<file path="src/rtl/traffic_pkg.sv">
// Shared lamp encodings, phase enum and fault-bit indices for the traffic
// controller and its passive monitor.
package traffic_pkg;

   localparam int CAR_BIT_RED  = 3;
   localparam int CAR_BIT_YEL  = 2;
   localparam int CAR_BIT_GRN  = 1;
   localparam int CAR_BIT_LEFT = 0;

   localparam logic [3:0] CAR_RED  = 4'b1000;
   localparam logic [3:0] CAR_YEL  = 4'b0100;
   localparam logic [3:0] CAR_GRN  = 4'b0010;
   localparam logic [3:0] CAR_LEFT = 4'b0001;

   localparam logic [1:0] WLK_STOP = 2'b10;
   localparam logic [1:0] WLK_WALK = 2'b01;
   localparam logic [1:0] WLK_OFF  = 2'b00;
   localparam logic [1:0] WLK_BAD  = 2'b11;

   typedef enum logic [1:0] {
      PH_RED  = 2'd0,
      PH_GRN  = 2'd1,
      PH_YEL  = 2'd2,
      PH_LEFT = 2'd3
   } phase_t;

   typedef enum logic {
      ST_IDLE  = 1'b0,
      ST_TRACK = 1'b1
   } mon_state_t;

   localparam int FLT_CONFLICT = 0;
   localparam int FLT_ENCODING = 1;
   localparam int FLT_SEQUENCE = 2;
   localparam int FLT_TIMING   = 3;

endpackage

</file>
<file path="src/rtl/traffic_monitor_phase_decoder.sv">
// One-hot car lamp decode to phase, plus legality of the step from the
// previous phase (a hold counts as legal).
module phase_decoder
   import traffic_pkg::*;
(
   input  logic [3:0] car,
   input  phase_t     prev,
   output logic       legal,
   output phase_t     phase,
   output logic       trans_ok
);

   always_comb begin
      legal = 1'b1;
      phase = prev;
      case (car)
         CAR_RED:  phase = PH_RED;
         CAR_GRN:  phase = PH_GRN;
         CAR_YEL:  phase = PH_YEL;
         CAR_LEFT: phase = PH_LEFT;
         default:  legal = 1'b0;
      endcase
   end

   always_comb begin
      trans_ok = 1'b0;
      if (phase == prev) begin
         trans_ok = 1'b1;
      end else begin
         case (prev)
            PH_RED:  trans_ok = (phase == PH_GRN) || (phase == PH_LEFT);
            PH_GRN:  trans_ok = (phase == PH_YEL);
            PH_LEFT: trans_ok = (phase == PH_YEL);
            PH_YEL:  trans_ok = (phase == PH_RED);
            default: trans_ok = 1'b0;
         endcase
      end
   end

endmodule

</file>
<file path="src/rtl/traffic_monitor.sv">
// Passive observer of the traffic controller lamp buses: sticky safety,
// encoding, sequence and timing flags plus a completed-cycle counter.
//
// state    | meaning
// ST_IDLE  | not tracking; waits for a legal RED sample while enabled
// ST_TRACK | following the car phase sequence and dwell times
module traffic_monitor
   import traffic_pkg::*;
#(
   parameter int MIN_YELLOW = 3,
   parameter int MAX_DWELL  = 100,
   parameter int CNT_W      = 16,
   parameter int DWELL_W    = 8
)(
   input  logic             clk,
   input  logic             reset_n,
   input  logic             i_enable,
   input  logic             i_clear,
   input  logic [3:0]       i_car_traffic,
   input  logic [1:0]       i_walker_traffic,
   output logic             o_fault,
   output logic [3:0]       o_fault_code,
   output logic             o_fault_pulse,
   output logic [1:0]       o_car_phase,
   output logic [CNT_W-1:0] o_cycle_cnt
);

   localparam logic [DWELL_W-1:0] MIN_Y     = DWELL_W'(MIN_YELLOW);
   localparam logic [DWELL_W-1:0] MAX_D     = DWELL_W'(MAX_DWELL);
   localparam logic [DWELL_W-1:0] DWELL_SAT = '1;
   localparam logic [DWELL_W-1:0] DWELL_ONE = DWELL_W'(1);

   logic [3:0]         car_q;
   logic [1:0]         wlk_q;
   logic               seen_q;
   mon_state_t         state, state_nxt;
   phase_t             phase_q, dec_phase;
   logic               dec_legal, dec_ok;
   logic [DWELL_W-1:0] dwell_q, dwell_nxt;
   logic [3:0]         flags_q, viol;
   logic               pulse_q;
   logic [CNT_W-1:0]   cnt_q;
   logic               phase_chg, cnt_inc;

   phase_decoder u_dec (
      .car      (car_q),
      .prev     (phase_q),
      .legal    (dec_legal),
      .phase    (dec_phase),
      .trans_ok (dec_ok)
   );

   // seen_q keeps the reset value of car_q from counting as a RED sample
   always_ff @(posedge clk or negedge reset_n) begin
      if (!reset_n) begin
         car_q  <= CAR_RED;
         wlk_q  <= WLK_STOP;
         seen_q <= 1'b0;
      end else begin
         car_q  <= i_car_traffic;
         wlk_q  <= i_walker_traffic;
         seen_q <= 1'b1;
      end
   end

   always_ff @(posedge clk or negedge reset_n) begin
      if (!reset_n) state <= ST_IDLE;
      else          state <= state_nxt;
   end

   always_comb begin
      state_nxt = state;
      if (!i_enable)
         state_nxt = ST_IDLE;
      else if (state == ST_IDLE && seen_q && car_q == CAR_RED)
         state_nxt = ST_TRACK;
   end

   always_comb begin
      viol      = '0;
      dwell_nxt = '0;
      cnt_inc   = 1'b0;
      phase_chg = dec_legal && (dec_phase != phase_q);
      if (i_enable) begin
         viol[FLT_CONFLICT] = (wlk_q == WLK_WALK || wlk_q == WLK_OFF) && car_q != CAR_RED;
         case (state)
            ST_IDLE: begin
               if (seen_q && car_q == CAR_RED) dwell_nxt = DWELL_ONE;
            end
            ST_TRACK: begin
               viol[FLT_ENCODING] = !dec_legal || wlk_q == WLK_BAD;
               if (phase_chg) begin
                  dwell_nxt          = DWELL_ONE;
                  viol[FLT_SEQUENCE] = !dec_ok;
                  viol[FLT_TIMING]   = phase_q == PH_YEL && dec_phase == PH_RED && dwell_q < MIN_Y;
                  cnt_inc            = phase_q == PH_RED && dec_phase == PH_GRN;
               end else begin
                  dwell_nxt        = (dwell_q == DWELL_SAT) ? dwell_q : dwell_q + 1'b1;
                  viol[FLT_TIMING] = dwell_q == MAX_D;
               end
            end
            default: ;
         endcase
      end
   end

   always_ff @(posedge clk or negedge reset_n) begin
      if (!reset_n) begin
         phase_q <= PH_RED;
         dwell_q <= '0;
         flags_q <= '0;
         pulse_q <= 1'b0;
         cnt_q   <= '0;
      end else begin
         if (dec_legal) phase_q <= dec_phase;
         dwell_q <= dwell_nxt;
         pulse_q <= |viol;
         if (i_clear) begin
            flags_q <= '0;
            cnt_q   <= '0;
         end else begin
            flags_q <= flags_q | viol;
            if (cnt_inc) cnt_q <= cnt_q + 1'b1;
         end
      end
   end

   assign o_fault       = |flags_q;
   assign o_fault_code  = flags_q;
   assign o_fault_pulse = pulse_q;
   assign o_car_phase   = phase_q;
   assign o_cycle_cnt   = cnt_q;

endmodule

</file>
<file path="config.mk">
export PLATFORM = sky130hd
export DESIGN_NAME = traffic_monitor
export DESIGN_NICKNAME = d
export VERILOG_FILES = /design/src/rtl/traffic_pkg.sv /design/src/rtl/traffic_monitor_phase_decoder.sv /design/src/rtl/traffic_monitor.sv
export SDC_FILE = /design/constraint.sdc
export NUM_CORES = 1
export LEC_CHECK = 0
export BUFFER_PORTS_ARGS = -buffer_cell sky130_fd_sc_hd__buf_4
export CAP_MARGIN = 5
export CORE_MARGIN = 8
export CORE_UTILIZATION = 25
export CTS_CLUSTER_SIZE = 40
export DETAILED_ROUTE_END_ITERATION = 10
export PLACE_DENSITY_LB_ADDON = 0.25
export SLEW_MARGIN = 15
export SYNTH_ARGS = -nofsm -noshare
export SYNTH_HDL_FRONTEND = slang
export SYNTH_HIERARCHICAL = 1
export SYNTH_SLANG_ARGS = --single-unit
</file>
<file path="constraint.sdc">
create_clock -name clk -period 2.7 [get_ports clk]
set_input_delay 0 -clock clk [delete_from_list [all_inputs] [get_ports clk]]
set_output_delay 0 -clock clk [all_outputs]
set_load 0.01 [all_outputs]
</file>
==> out/results.tsv <==
metric	value	unit
status	complete, no violations	
placed cell count	344	
routed vias	1649	
vias in the first global route	1655	
Main synth FF type	dfrtp_1	
first-pass GRT wire length	7940	um
maxcap violations	0	
commonest non-fill, non-tap cell in the layout	buf_4	
PwrDens	537	mW/mm^2
clk_skew	0.0126	ns
fin cells	359	
Yosys cell types	50	
CP Capture Type	flop	
CTS sink cnt	39	
maximum clock frequency	397	MHz
WP data arrival	2.73	ns
1st-iter DRT viols	50	
DRC violations left	0	
Mapped Area	0.00208	mm^2
Slew HR	0.661	
later-pin clock latency in the skew report	0.29	ns
largest net degree at the start of global routing	40	
Finish-stage setup viols	0	
YS warnings	6	
fin. max-slew vios	0	
total global routing overflow	0	
Die ar.	0.0115	mm^2
initial antenna violation count	0	
Clk pin slew, worst setup/hold paths	0.08	ns
Post-DRT Antenna Nets	0	
Rows	33	
number of synthesized flops with an enable pin	0	
RSZ-0062 raised after global routing	no	
GR Util All Layers	0.0852	
Mapped Cells	209	
syn avg cell area	9.96	um^2
Num CTS Buffers	5	
CTS tree	built	
Post-DP HPWL	3450	um
synthesis-to-finish area growth	26.7	%
ant diodes	0	
syn_nets	222	
critical path required time	2.92	ns
Largest delay share family, worst path	simple AND/OR/NAND/NOR gates	
clock buffer depth	2	
CP bufs+invs	0	
Detailed Routing Iterations Pass 1	4	
# nets final	266	
Ports	34	
Final period util	0.932	
final hold vios	0	
die height	107	um
ys async rst share	1.00	
Max VDD drop	0.000176	V
GP Congestion	0.764	
Setup Fix Bufs, Post-CTS	0	
fin crit period	2.52	ns
routed vias/inst	4.59	
Startpoint Class	flop	
die width	107	um
crit path cell chain	nor3_1, o21ai_0, nand3_1, nand4bb_2, or4_4, or3_1, a21oi_1	
CP max stage delay	0.63	ns
setup TNS	0	ns
critical setup path kind	flop to flop	
Initial Utilization	0.256	
HP Class	primary input to flop	
Avg WL per Cell	13.2	um
final wirelength	4750	um
Worst Tran Pin Value	0.509	ns
clock root buffer	clkbuf_8	
port buffer count	33	
number of fill cells	847	
core area	0.00813	mm^2
fraction of layout cells with a size suffix above 1	0.252	
number of H-tree levels	2	
Worst R2R Setup Slack	0.18	ns
Seq/Total Area, Yosys	0.470	
most used cells in the layout excluding fill and tap cells	38 x buf_4, 37 x dfrtp_1, 22 x nor2_1	
Static Leak	1.13	nW
FF+latch count, synth	39	
Worst path slowest cell	dfstp_2	
critical path fanouts, max	9	
==> registers in the layout (all words and copies together) (netlist names) <==
| register | count |
|---|---|
| dwell_q | 8 |
| o_car_phase | 2 |
| o_cycle_cnt | 16 |
| o_fault_pulse | 1 |
| o_fault_code | 4 |
| car_q | 4 |
| seen_q | 1 |
| wlk_q | 2 |
| state | 1 |
==> tightest hold or removal path, cell delays in order <==
cell and delay (ns):
buf_4 0.14, inv_1 0.08, nor2_1 0.05
==> through the flow <==
stage	util	hold WS, ns	setup slack [ns]	cell area [um^2]	power (mW)
finish	0.324	0.0207	0.184	2640	1.42
detailed placement	0.301	0.0145	0.136	2450	0.925
global placement	0.301	0.0119	0.194	2450	0.923
global route	0.324	0.0196	0.0283	2640	1.49
floorplan	-	-0.296	0.281	2080	0.807
CTS	0.324	0.00639	0.117	2630	1.44
==> Yosys cell counts, drive strengths merged, types with 3 or more instances <==
cell | instances | share of area
nand3 | 7 | 0.017
nor2b | 6 | 0.018
nor4 | 4 | 0.015
nand2 | 12 | 0.022
inv | 10 | 0.018
mux2 | 5 | 0.027
a211oi | 3 | 0.013
ha | 3 | 0.018
a21oi | 14 | 0.035
or4 | 3 | 0.011
buf | 3 | 0.013
nand4 | 7 | 0.021
o21ai | 10 | 0.024
nor3 | 6 | 0.014
dfrtp | 37 | 0.44
mux2i | 3 | 0.014
clkbuf | 5 | 0.0096
and4 | 3 | 0.013
or3 | 7 | 0.021
and3 | 3 | 0.0090
nor2 | 22 | 0.040
xnor2 | 8 | 0.037
xor2 | 5 | 0.021
==> path summary, 6_finish.rpt <==
kind / cells after the start / end / start
worst max-delay path: 7 / o_cycle_cnt[8]$_DFFE_PN0P_ / car_q[3]$_DFF_PN1_
worst min-delay path: 3 / state$_DFFE_PN0P_ / i_enable
worst max register to register: 7 / o_cycle_cnt[8]$_DFFE_PN0P_ / car_q[3]$_DFF_PN1_
worst min register to register: 2 / state$_DFFE_PN0P_ / seen_q$_DFF_PN0_
max in group asynchronous: 2 / car_q[3]$_DFF_PN1_ / reset_n
min in group asynchronous: 2 / o_cycle_cnt[14]$_DFFE_PN0P_ / reset_n
==> what timing repair did <==
action	in CTS	in global routing
gates resized for setup	0	1
hold buffers	7	0
endpoints found under the setup margin	0	4
hold endpoints to repair	43	0
==> per-layer routing <==
metal,wire [um],track usage,vias to the layer above
met4,15,0.0211,0
met2,2030,0.130,33
li1,-,-,837
met1,2380,0.112,777
met5,0,0,-
met3,321,0.0299,2
==> logic make-up (layout without fill, tap and decap cells) <==
| logic type | count (synthesis) | count (layout) | share of synthesized area |
|---|---|---|---|
| buf+inv | 18 | 63 | 0.0409 |
| flops | 39 | 39 | 0.470 |
| other cells | 1 | 1 | 0.00180 |
| fa+ha+maj | 3 | 3 | 0.0180 |
| xor+xnor | 13 | 13 | 0.0583 |
| compound gates | 36 | 36 | 0.108 |
| simple gates | 91 | 91 | 0.261 |
| mux | 8 | 8 | 0.0415 |
==> area by class of cell <==
type,instances,area [um^2],share of cell area
multi-input cells,152,1020,0.388
flip-flops and latches,39,978,0.371
repair buffers,45,355,0.135
well taps,105,131,0.0498
clock buffers,5,68.8,0.0261
clock inverters,3,43.8,0.0166
inverters,10,37.5,0.0142
==> power breakdown <==
group          internal, mW  switching (mW)
logic                 0.141           0.132
clock network         0.275           0.221
registers             0.607          0.0384
total                  1.02           0.391
(Power assumes the default switching activity.)
